## config.mk

```make
export PLATFORM = sky130hd
export DESIGN_NAME = pong_match_ctrl
export DESIGN_NICKNAME = d
export VERILOG_FILES = /design/src/rtl/pong_match_ctrl.sv
export SDC_FILE = /design/constraint.sdc
export NUM_CORES = 1
export LEC_CHECK = 0
export ABC_CLOCK_PERIOD_IN_PS = 4000
export CAP_MARGIN = 0
export CORE_MARGIN = 2
export CORE_UTILIZATION = 47
export CTS_BUF_LIST = sky130_fd_sc_hd__clkbuf_2 sky130_fd_sc_hd__clkbuf_4 sky130_fd_sc_hd__clkbuf_8
export CTS_CLUSTER_DIAMETER = 80
export DETAILED_ROUTE_END_ITERATION = 6
export HOLD_SLACK_MARGIN = 0.06
export PLACE_DENSITY = 0.76
export SLEW_MARGIN = 10
export SYNTH_ARGS = -nofsm -noshare
export SYNTH_HDL_FRONTEND = slang
export SYNTH_SLANG_ARGS = --single-unit
```

## constraint.sdc

```tcl
create_clock -name clk -period 4 [get_ports clk]
set_input_delay 0.6 -clock clk [delete_from_list [all_inputs] [get_ports clk]]
set_output_delay 0.6 -clock clk [all_outputs]
set_load 0.02 [all_outputs]
```

## src/rtl/pong_match_ctrl.sv

```systemverilog
// pong_match_ctrl: match sequencer gating pong frame ticks, serves, hit/miss detection, score and lives
module pong_match_ctrl #(
  parameter int SERVE_FRAMES = 60,
  parameter int MISS_FRAMES = 90,
  parameter int LIVES = 3,
  parameter int MISS_X = 8,
  parameter int PADDLE_H = 64,
  parameter int BALL_H = 8
) (
  input  logic       clk,
  input  logic       reset,
  input  logic       frame_start,
  input  logic       start_btn,
  input  logic [9:0] ball_x,
  input  logic [9:0] ball_y,
  input  logic [9:0] paddle_y,
  output logic       frame_tick,
  output logic       game_reset,
  output logic [7:0] score,
  output logic [2:0] lives,
  output logic [2:0] state
);
  typedef enum logic [2:0] {ATTRACT = 3'd0, SERVE = 3'd1, PLAY = 3'd2, MISS = 3'd3, OVER = 3'd4} state_t;
  state_t st;
  logic fs_q, fs_qq, btn_q, armed;
  logic [7:0] cnt;
  logic fev, sev, wall, overlap;
  logic [7:0] cnt_inc, score_inc;
  assign fev = fs_q & ~fs_qq;
  assign sev = start_btn & ~btn_q;
  assign wall = ball_x <= 10'(MISS_X);
  assign overlap = ({1'b0, ball_y} + 11'(BALL_H) > {1'b0, paddle_y}) &&
                   ({1'b0, ball_y} < {1'b0, paddle_y} + 11'(PADDLE_H));
  assign cnt_inc = cnt + 8'd1;
  assign score_inc = score == 8'h99 ? score :
                     score[3:0] == 4'd9 ? {score[7:4] + 4'd1, 4'd0} : {score[7:4], score[3:0] + 4'd1};
  assign state = st;
  always_ff @(posedge clk) begin
    if (reset) begin
      st <= ATTRACT;
      score <= 8'h00;
      lives <= 3'd0;
      frame_tick <= 1'b0;
      game_reset <= 1'b1;
      armed <= 1'b0;
      cnt <= 8'd0;
      fs_q <= 1'b0;
      fs_qq <= 1'b0;
      btn_q <= 1'b0;
    end else begin
      fs_q <= frame_start;
      fs_qq <= fs_q;
      btn_q <= start_btn;
      frame_tick <= fev && st == PLAY;
      game_reset <= 1'b0;
      case (st)
        ATTRACT, OVER: if (sev) begin
          st <= SERVE;
          lives <= 3'(LIVES);
          score <= 8'h00;
          cnt <= 8'd0;
          game_reset <= 1'b1;
        end
        SERVE: if (fev) begin
          cnt <= cnt_inc;
          if (cnt_inc == 8'(SERVE_FRAMES)) begin
            st <= PLAY;
            armed <= 1'b1;
          end
        end
        PLAY: if (fev) begin
          if (wall && armed && overlap) begin
            score <= score_inc;
            armed <= 1'b0;
          end else if (wall && armed) begin
            lives <= lives - 3'd1;
            cnt <= 8'd0;
            st <= MISS;
          end else if (!wall) armed <= 1'b1;
        end
        MISS: if (fev) begin
          cnt <= cnt_inc;
          if (cnt_inc == 8'(MISS_FRAMES)) begin
            cnt <= 8'd0;
            st <= lives == 3'd0 ? OVER : SERVE;
            game_reset <= lives != 3'd0;
          end
        end
        default: st <= ATTRACT;
      endcase
    end
  end
endmodule

```

==> impl_results.md, run 1 <==
- Final HPWL DP: 3.96 mm
- Yosys cell types: 54
- Placed cell areas: 2680 sq um
- Worst hold path class: reg2reg
- Power per Cell Area: 237 nW/um^2
- DR vias/cell: 5.67
- Synthesized cell area: roughly 2100 sq um
- Largest net degree at the start of global routing: 21
- Clock root buffer: clkbuf_8
- Worst slew margin: 0.514
- Clk buf depth: 2
- Clk pwr share: 0.270
- DRC viols: 0
- Post-synthesis compound-gate area fraction: 0.203
- Max cap viols: 0
- Commonest cells in the synthesized netlist: 28 x dfxtp_1, 27 x ha_1, 21 x inv_1, 21 x nand2_1, 16 x nand3_1
- CP Capture Type: flip-flop
- Top-area cell type share of the netlist area: 0.261
- Hold wc startpoint: fs_q$_SDFF_PP0_
- Post-synthesis sequential area ratio: 0.261
- Synth area leaders: dfxtp_1 26%, ha_1 16%, nand3_1 3.7%, inv_1 3.7%, nand2_1 3.7%
- Critical path class: in2reg
- H-tree level count: 1
- Worst path required time: between 4000 and 5000 ps
- Top FF cell, synth: dfxtp_1
- Final ANT Viol Nets: 0
- FF/Latch Area: 561 sq um
- Xor/xnor cell area share of the yosys netlist: 0.0408
- CTS tree: yes
- Hold path endpoint: fs_qq$_SDFF_PP0_
- Routed vias: 2070
- Top-count cell post-synth: dfxtp_1
- DR iter-0 viols: 133
- Area of the multi-input gates: 1470 sq um
- Core outline area: 4380 sq um
- Post-CTS Setup Inserts: 0
- Die X: 71.6 um
- Post-synth EDFFs: 0
- Sw Pwr: 187 uW
- Worst EP arrival: 3580 ps
- Hold Path Depth: 1
- CTS Buf Count: 3
- Number of placement rows: 24
- Nets: 375
- FILL cells: 396
- Ys Warns: 0
- Setup-failing EPs final: 0
- FF-to-FF Start: state[1]$_SDFFE_PP0P_
- Detailed Route WL: 4.97 mm
- FMAX: 0.293 GHz
- Fin area: 2740 sq um
- Area Growth Syn to Fin: 27.7%
- Diodes inserted: 0
- Syn avg cell area: 8.15 sq um
- Pins Over Slew Limit: 0
- Leakage: 0.00110 uW
- Synth async-reset ratio: 0
- Ports: 50
- Grt total ovfl: 0
- Die Height: 71.6 um
- Largest family of logic cells by synthesized area: simple AND/OR/NAND/NOR gates
- Least-Margin Pin Slew: 723 ps
- Initial antenna violation count: 0
- Int Pwr: 463 uW
- Status: finished clean
- Sw Ratio: 0.288
- Startpoint Class: input port
- PortBufs: 49
- 1st-pass router iterations: 4
- Logic gate share of total power: 0.274
- Setup_tns: 0 ps
- Endpoints failing hold: 0
- Syn_nets: 324
- Worst r2r dst: score[4]$_SDFFE_PP0P_
- Worst clock skew: slightly above 6 ps
- Vias in the first global route: 1872
- Area share of fa/ha/maj cells after synthesis: 0.158
- Max VDD drop: 141 uV
- Tcrit/Tclk final: 0.852
- Total Power: 650 uW
- Post-CTS resize count: 0
- First-pass GRT wire length: 8.40 mm
- Worst R2R Setup Slack: 1700 ps
- Flops & latches, synth: 28
- Largest area contributor in the netlist: dfxtp_1
- Mux share of post-synthesis cell area: 0.00467
- Clk_lat worst skew: 270 ps
- # hold bufs at CTS: 0
- CTS Sinks: 28
- Fin crit period: 3410 ps
- Initial Util: 0.489
- Simple-Gate Fraction of Synth Area: 0.281
- Syn Inst Count: around 260
- WL/cell: 13.6 um
- Reg2Reg Depth: 7
- Sequential Power Share: 0.456
- Final GP Congestion: 0.838
- Total Routing Usage GR: 0.198
- Max FO, Critical Path: 8
- Die area: 5120 sq um
- Clock-pin slew on the worst setup and hold paths: 100 ps
- RSZ-0062 raised after global routing: no
- Ratio of cells with drive above 1 in the final layout: 0.0575
## flip-flops by register name (all words and copies together), names as in the netlist
name / cells
armed: 1
btn_q: 1
cnt: 8
frame_tick: 1
fs_q: 1
fs_qq: 1
game_reset: 1
lives: 3
score: 8
state: 3
## power by group through the flow
stage / registers (uW) / clock network [uW] / logic, uW
6_report: 297 / 175 / 178
5_1_grt: 299 / 194 / 199
4_1_cts: 297 / 179 / 179
3_5_place_dp: 303 / 0 / 178
3_3_place_gp: 303 / 0 / 175
2_1_floorplan: 310 / 0 / 93.9
## worst max-delay path: stages
cell and delay (ps):
clkdlybuf4s50_1 560, and3_1 240, nand3_1 110, xnor2_1 140, ha_1 290, and3_1 170
nand4_1 120, nor3b_1 200, nor4bb_1 80, buf_4 170, a211o_2 330, and3_1 240
o311a_1 340
## cell type report
type                    instances  share of cell area
clock buffers                   4              0.0201
well taps                      52              0.0238
multi-input cells             209               0.538
inverters                      21              0.0288
flip-flops and latches         28               0.205
repair buffers                 51               0.185
## cells in the final DEF, fill, tap and decap left out, drive strengths merged, types with 3 or more instances in the layout
master,count
ha,27
nor3,8
xor2,5
and3,9
a211oi,5
nor2,15
a21o,4
o31ai,4
nand2,21
inv,21
xnor2,5
nand4,5
o21ai,9
dfxtp,28
a31oi,6
or3,4
nand2b,7
clkdlybuf4s50,49
nand3,17
a21oi,16
nor2b,7
o32ai,3
clkbuf,4
a211o,3
## logic make-up after synthesis
logic type,after synthesis
adder cells (fa/ha/maj),27
multiplexers,1
AND/OR/NAND/NOR,108
flip-flops,28
AO/OA/AOI/OAI,63
buffers and inverters,26
XOR/XNOR,10
## how the worst max path moves through the flow
stage              start                     to  slack, ps  cells past startpoint
6_report       ball_y[5]    cnt[7]$_SDFFE_PP0P_        590                     13
5_1_grt        ball_y[5]  lives[0]$_SDFFE_PP0P_        360                     13
4_1_cts        ball_y[5]    cnt[7]$_SDFFE_PP0P_        580                     13
3_5_place_dp   ball_y[5]    cnt[7]$_SDFFE_PP0P_        290                     13
3_3_place_gp   ball_y[5]    cnt[7]$_SDFFE_PP0P_        350                     13
2_1_floorplan  ball_y[3]    cnt[7]$_SDFFE_PP0P_        990                     13
## metrics by stage
| step | setup slack [ps] | cells | hold slack [ps] | utilization |
|---|---|---|---|---|
| 2_1_floorplan | 994 | 263 | 453 | - |
| 3_5_place_dp | 294 | 361 | 472 | 0.612 |
| 5_1_grt | 356 | 365 | 512 | 0.624 |
| 3_3_place_gp | 351 | 361 | 465 | 0.612 |
| 4_1_cts | 581 | 365 | 486 | 0.624 |
| 6_report | 590 | 365 | 484 | 0.624 |
## layer usage
metal,GRT usage,up-vias,wire (um)
li1,-,1062,-
met1,0.276,952,2360
met2,0.338,51,2380
met3,0.0211,5,204
met4,0.0314,0,31
met5,0,-,0
(Power assumes the default switching activity.)
==> run 2, diff against run 1 <==
Settings changed: CORE_MARGIN 2 to unset.
==> impl_results.md, run 2 (synthesized netlist as in run 1, its figures left out) <==
- Detailed Route WL: just under 5 mm
- Tcrit/Tclk final: 0.851
- Max cap viols: 0
- Initial antenna violation count: 0
- Sw Pwr: 189 uW
- Sequential Power Share: 0.426
- Area Growth Syn to Fin: 28.4%
- Worst path required time: 4170 ps
- Clk buf depth: 2
- Commonest non-fill, non-tap cells in the layout: 49 x clkdlybuf4s50_1, 28 x dfxtp_1, 27 x ha_1, 21 x inv_1, 21 x nand2_1
- Status: finished clean
- Final worst slack: 594 ps
- Int Pwr: 509 uW
- Max FO, Critical Path: 6
- Post-CTS Setup Inserts: 0
- H-tree level count: 1
- PortBufs: 49
- Ports: 50
- FMAX: 0.294 GHz
- WL/cell: 13.6 um
- DR iter-0 viols: 149
- DR vias/cell: 5.71
- Least-Margin Pin Slew: 768 ps
- Diodes inserted: 0
- Critical path's most frequent cell: and3_1
- Placed cell count: 361
- Setup_tns: 0 ps
- Startpoint Class: input port
- Clk pwr share: 0.317
- FILL cells: 398
- Fin crit period: 3410 ps
- Number of placement rows: 24
- Grt total ovfl: 0
- Total Power: around 700 uW
- Critical path class: in2reg
- Crit-path max cell delay: around 560 ps
- Setup slack at placement: 300 ps
- Top delay family on crit path: simple AND/OR/NAND/NOR gates
- 1st-pass router iterations: 4
- Crit-path cells: clkdlybuf4s50_1 -> and3_1 -> xor2_1 -> ha_1 -> and3_1 -> o21ai_0 -> and4_1 -> nand2_1 -> a211o_2 -> and3_1 -> o311a_1
- CTS Buf Count: 3
- CTS tree: yes
- Commonest non-fill, non-tap cell in the layout: clkdlybuf4s50_1
- Slowest CP cell: clkdlybuf4s50_1
- Post-CTS resize count: 0
- Sw Ratio: 0.271
- Worst slew margin: 0.484
- Worst hold path class: reg2reg
- Clock-pin slew on the worst setup and hold paths: 100 ps
- Total Routing Usage GR: 0.215
- Initial Util: 0.489
- Logic gate share of total power: 0.257
- RSZ-0062 raised after global routing: no
- Clk_lat worst skew: 270 ps
- Largest net degree at the start of global routing: 21
- # hold bufs at CTS: 0
- DRC viols: 0
- Die area: 4840 sq um
- Final Non-Filler Cells: 365
- Ratio of cells with drive above 1 in the final layout: 0.0575
- Endpoints failing hold: 0
- First-pass GRT wire length: 8.67 mm
- Top flop regs: cnt (8), score (8)
- Die Height: approximately 70 um
- Max VDD drop: 268 uV
- Vias in the first global route: a little under 2000
- Core outline area: 4380 sq um
- Power per Cell Area: about 250 nW/um^2
- Clock root buffer: clkbuf_8
- Nets: 375
- Pins Over Slew Limit: 0
- Buf/Inv on CP: 1
- Final ANT Viol Nets: 0
- Final GP Congestion: 0.891
- Worst EP arrival: 3580 ps
- Leakage: 0.00111 uW
- Setup-failing EPs final: 0
- Routed vias: between 2000 and 2500
- Final HPWL DP: 3.98 mm
- CTS Sinks: 28
- Worst clock skew: 6.37 ps
- CP Capture Type: flip-flop
- Die X: around 70 um
==> run 2: changes by cell type in the layout (fill, tap and decap cells not counted) <==
cell       before  now
bufinv_16       0    1
clkbuf_8        4    3
==> run 2: path summary, 6_finish.rpt <==
path                          from                    end  slack, ps  cells after the start
max                      ball_y[5]    cnt[7]$_SDFFE_PP0P_        590                     11
min                fs_q$_SDFF_PP0_       fs_qq$_SDFF_PP0_        490                      1
max reg2reg  state[1]$_SDFFE_PP0P_  score[4]$_SDFFE_PP0P_       1700                      7
min reg2reg        fs_q$_SDFF_PP0_       fs_qq$_SDFF_PP0_        490                      1
==> run 2: area by class of cell <==
type	count	area, sq um	area share
multi-input cells	209	1470	0.535
flip-flops and latches	28	561	0.204
repair buffers	51	505	0.184
inverters	21	78.8	0.0286
well taps	52	65.1	0.0236
clock buffers	3	41.3	0.0150
clock inverters	1	30.0	0.0109
==> run 2: through the flow <==
step,hold slack [ps],cell area (sq um),utilization
6_report,492,2750,0.628
5_1_grt,522,2750,0.628
4_1_cts,493,2750,0.628
3_5_place_dp,475,2680,0.612
3_3_place_gp,465,2680,0.612
2_1_floorplan,453,2140,-
==> run 2: routing by layer <==
layer | global-route usage | vias to the layer above | part of all wire | routed length [um]
met4 | 0.0363 | 0 | 0.0078 | 39
met1 | 0.278 | 962 | 0.47 | 2350
li1 | - | 1067 | - | -
met2 | 0.380 | 51 | 0.48 | 2390
met5 | 0 | - | 0 | 0
met3 | 0.0349 | 4 | 0.040 | 197
==> run 2: power groups by stage <==
stage	Combinational (uW)	Clock (uW)	Sequential, uW
2_1_floorplan	93.9	0	310
3_3_place_gp	174	0	303
3_5_place_dp	179	0	304
4_1_cts	180	226	297
5_1_grt	198	239	298
6_report	180	221	297
==> run 3, diff against run 2 <==
Settings changed: ABC_CLOCK_PERIOD_IN_PS 4000 to 2800, PLACE_DENSITY 0.76 to 0.79.
Clock period 4 ns to 2.8 ns, I/O delays scaled along.
==> impl_results.md, run 3 (synthesized netlist as in run 1, its figures left out) <==
- Status: finished clean
- Clk_lat worst skew: around 280 ps
- Worst slew margin: 0.714
- Max FO, Critical Path: 4
- Fin area: 3030 sq um
- Final HPWL DP: 4.22 mm
- Fin crit period: 2670 ps
- Setup slack at placement: -576 ps
- Diodes inserted: 0
- Tcrit/Tclk final: 0.954
- CP Capture Type: flip-flop
- CTS Buf Count: 3
- Total Routing Usage GR: 0.220
- 1st-pass router iterations: 4
- Sw Pwr: approximately 280 uW
- Max VDD drop: 267 uV
- Die area: 4840 sq um
- Largest net degree at the start of global routing: 16
- Clk pwr share: 0.262
- WL/cell: 13.7 um
- Sequential Power Share: 0.436
- Ports: 50
- Clock root buffer: clkbuf_8
- Grt total ovfl: 0
- Number of placement rows: 24
- FILL cells: 348
- Critical path class: in2reg
- Sw Ratio: 0.293
- CTS Sinks: 28
- Commonest non-fill, non-tap cells in the layout: 38 x clkdlybuf4s50_1, 28 x dfxtp_1, 26 x buf_4, 25 x ha_1
- Worst EP arrival: approximately 2900 ps
- Endpoints failing hold: 0
- Placed cell areas: 2840 sq um
- Initial antenna violation count: 0
- Power per Cell Area: 321 nW/um^2
- Nets: 400
- Max cap viols: 0
- Initial Util: 0.489
- Ratio of cells with drive above 1 in the final layout: 0.195
- Area Growth Syn to Fin: 41.2%
- Clk buf depth: 2
- FMAX: 0.374 GHz
- Leakage: 0.00128 uW
- Worst hold path class: reg2reg
- Setup-failing EPs final: 0
- DR iter-0 viols: 103
- Die Height: a little under 70 um
- Least-Margin Pin Slew: 427 ps
- Worst clock skew: 3.66 ps
- Logic gate share of total power: 0.302
- Routed vias: 2198
- Total Power: around 1000 uW
- Pins Over Slew Limit: 0
- Vias in the first global route: 2110
- Worst path required time: roughly 3000 ps
- CTS tree: yes
- FF/Latch Area: 561 sq um
- H-tree level count: 1
- Clock-pin slew on the worst setup and hold paths: around 90 ps
- Startpoint Class: input port
- DR vias/cell: roughly 5.6
- Area of the multi-input gates: 1590 sq um
- Detailed Route WL: 5.32 mm
- PortBufs: 49
- First-pass GRT wire length: 8.94 mm
- Int Pwr: between 600 and 700 uW
- Final GP Congestion: 0.871
- Final worst slack: 129 ps
- Die X: just under 70 um
- WHS: 486 ps
- Commonest non-fill, non-tap cell in the layout: clkdlybuf4s50_1
- DRC viols: 0
- Final ANT Viol Nets: 0
- Top flop regs: cnt (8), score (8)
- Final core utilization: 0.691
- Core outline area: 4380 sq um
- # hold bufs at CTS: 0
-- run 3: cell types whose count changed in the layout (fill, tap and decap cells not counted), moves of 2 or more --
| cell | before | now |
|---|---|---|
| nand3_2 | 1 | 3 |
| xnor2_1 | 5 | 3 |
| clkdlybuf4s50_1 | 49 | 38 |
| o21ai_1 | 0 | 2 |
| and3_4 | 0 | 4 |
| and3_1 | 8 | 4 |
| nand3_1 | 16 | 14 |
| ha_1 | 27 | 25 |
| o21ai_0 | 9 | 7 |
| dlymetal6s2s_1 | 0 | 3 |
| dlygate4sd2_1 | 0 | 2 |
| buf_4 | 2 | 26 |
| xnor2_2 | 0 | 2 |
| clkbuf_2 | 0 | 5 |
-- run 3: worst paths after layout --
path / from / endpoint / slack (ps) / cells after the start
max: paddle_y[4] / score[5]$_SDFFE_PP0P_ / 130 / 12
min: fs_q$_SDFF_PP0_ / fs_qq$_SDFF_PP0_ / 490 / 1
max reg2reg: state[1]$_SDFFE_PP0P_ / score[4]$_SDFFE_PP0P_ / 450 / 7
min reg2reg: fs_q$_SDFF_PP0_ / fs_qq$_SDFF_PP0_ / 490 / 1
-- run 3: layout make-up --
| cell class | instances | share of cell area |
|---|---|---|
| clock buffer | 4 | 0.0182 |
| inverter | 21 | 0.0260 |
| multi-input combinational | 209 | 0.526 |
| sequential | 28 | 0.185 |
| tap | 52 | 0.0215 |
| timing repair buffer | 76 | 0.223 |
-- run 3: power by group through the flow --
stage / sequential (uW) / clock [uW] / combinational (uW)
global route: 426 / 271 / 321
detailed placement: 433 / 0 / 275
CTS: 424 / 258 / 283
finish: 424 / 254 / 293
global placement: 433 / 0 / 269
floorplan: 443 / 0 / 134
-- run 3: metal layers --
metal,track usage,share of wire,up-vias
met5,0,0,-
met4,0.0680,0.016,0
met3,0.0262,0.035,9
met2,0.383,0.50,54
met1,0.284,0.45,1021
li1,-,-,1114
-- run 3: repair_timing --
action                     4_1_cts  5_1_grt
setup endpoints to repair       22       16
buffers inserted                 3        2
resized for setup               20       26
gates cloned                     0        0
pin swaps                       12       12
-- run 3: metrics by stage --
stage | std cells | setup TNS [ps]
global placement | 381 | -7850
detailed placement | 381 | -10080
floorplan | 263 | 0
global route | 390 | -66.5
CTS | 388 | 0
finish | 390 | 0
-- run 3: worst max-delay path, cell delays in order --
cell	delay, ps
clkdlybuf4s50_1	450
inv_1	50
ha_1	310
a21oi_1	140
o21ai_0	100
o21ai_1	160
nor4bb_4	320
buf_4	190
buf_6	100
nand4_1	160
buf_4	210
o32ai_4	240
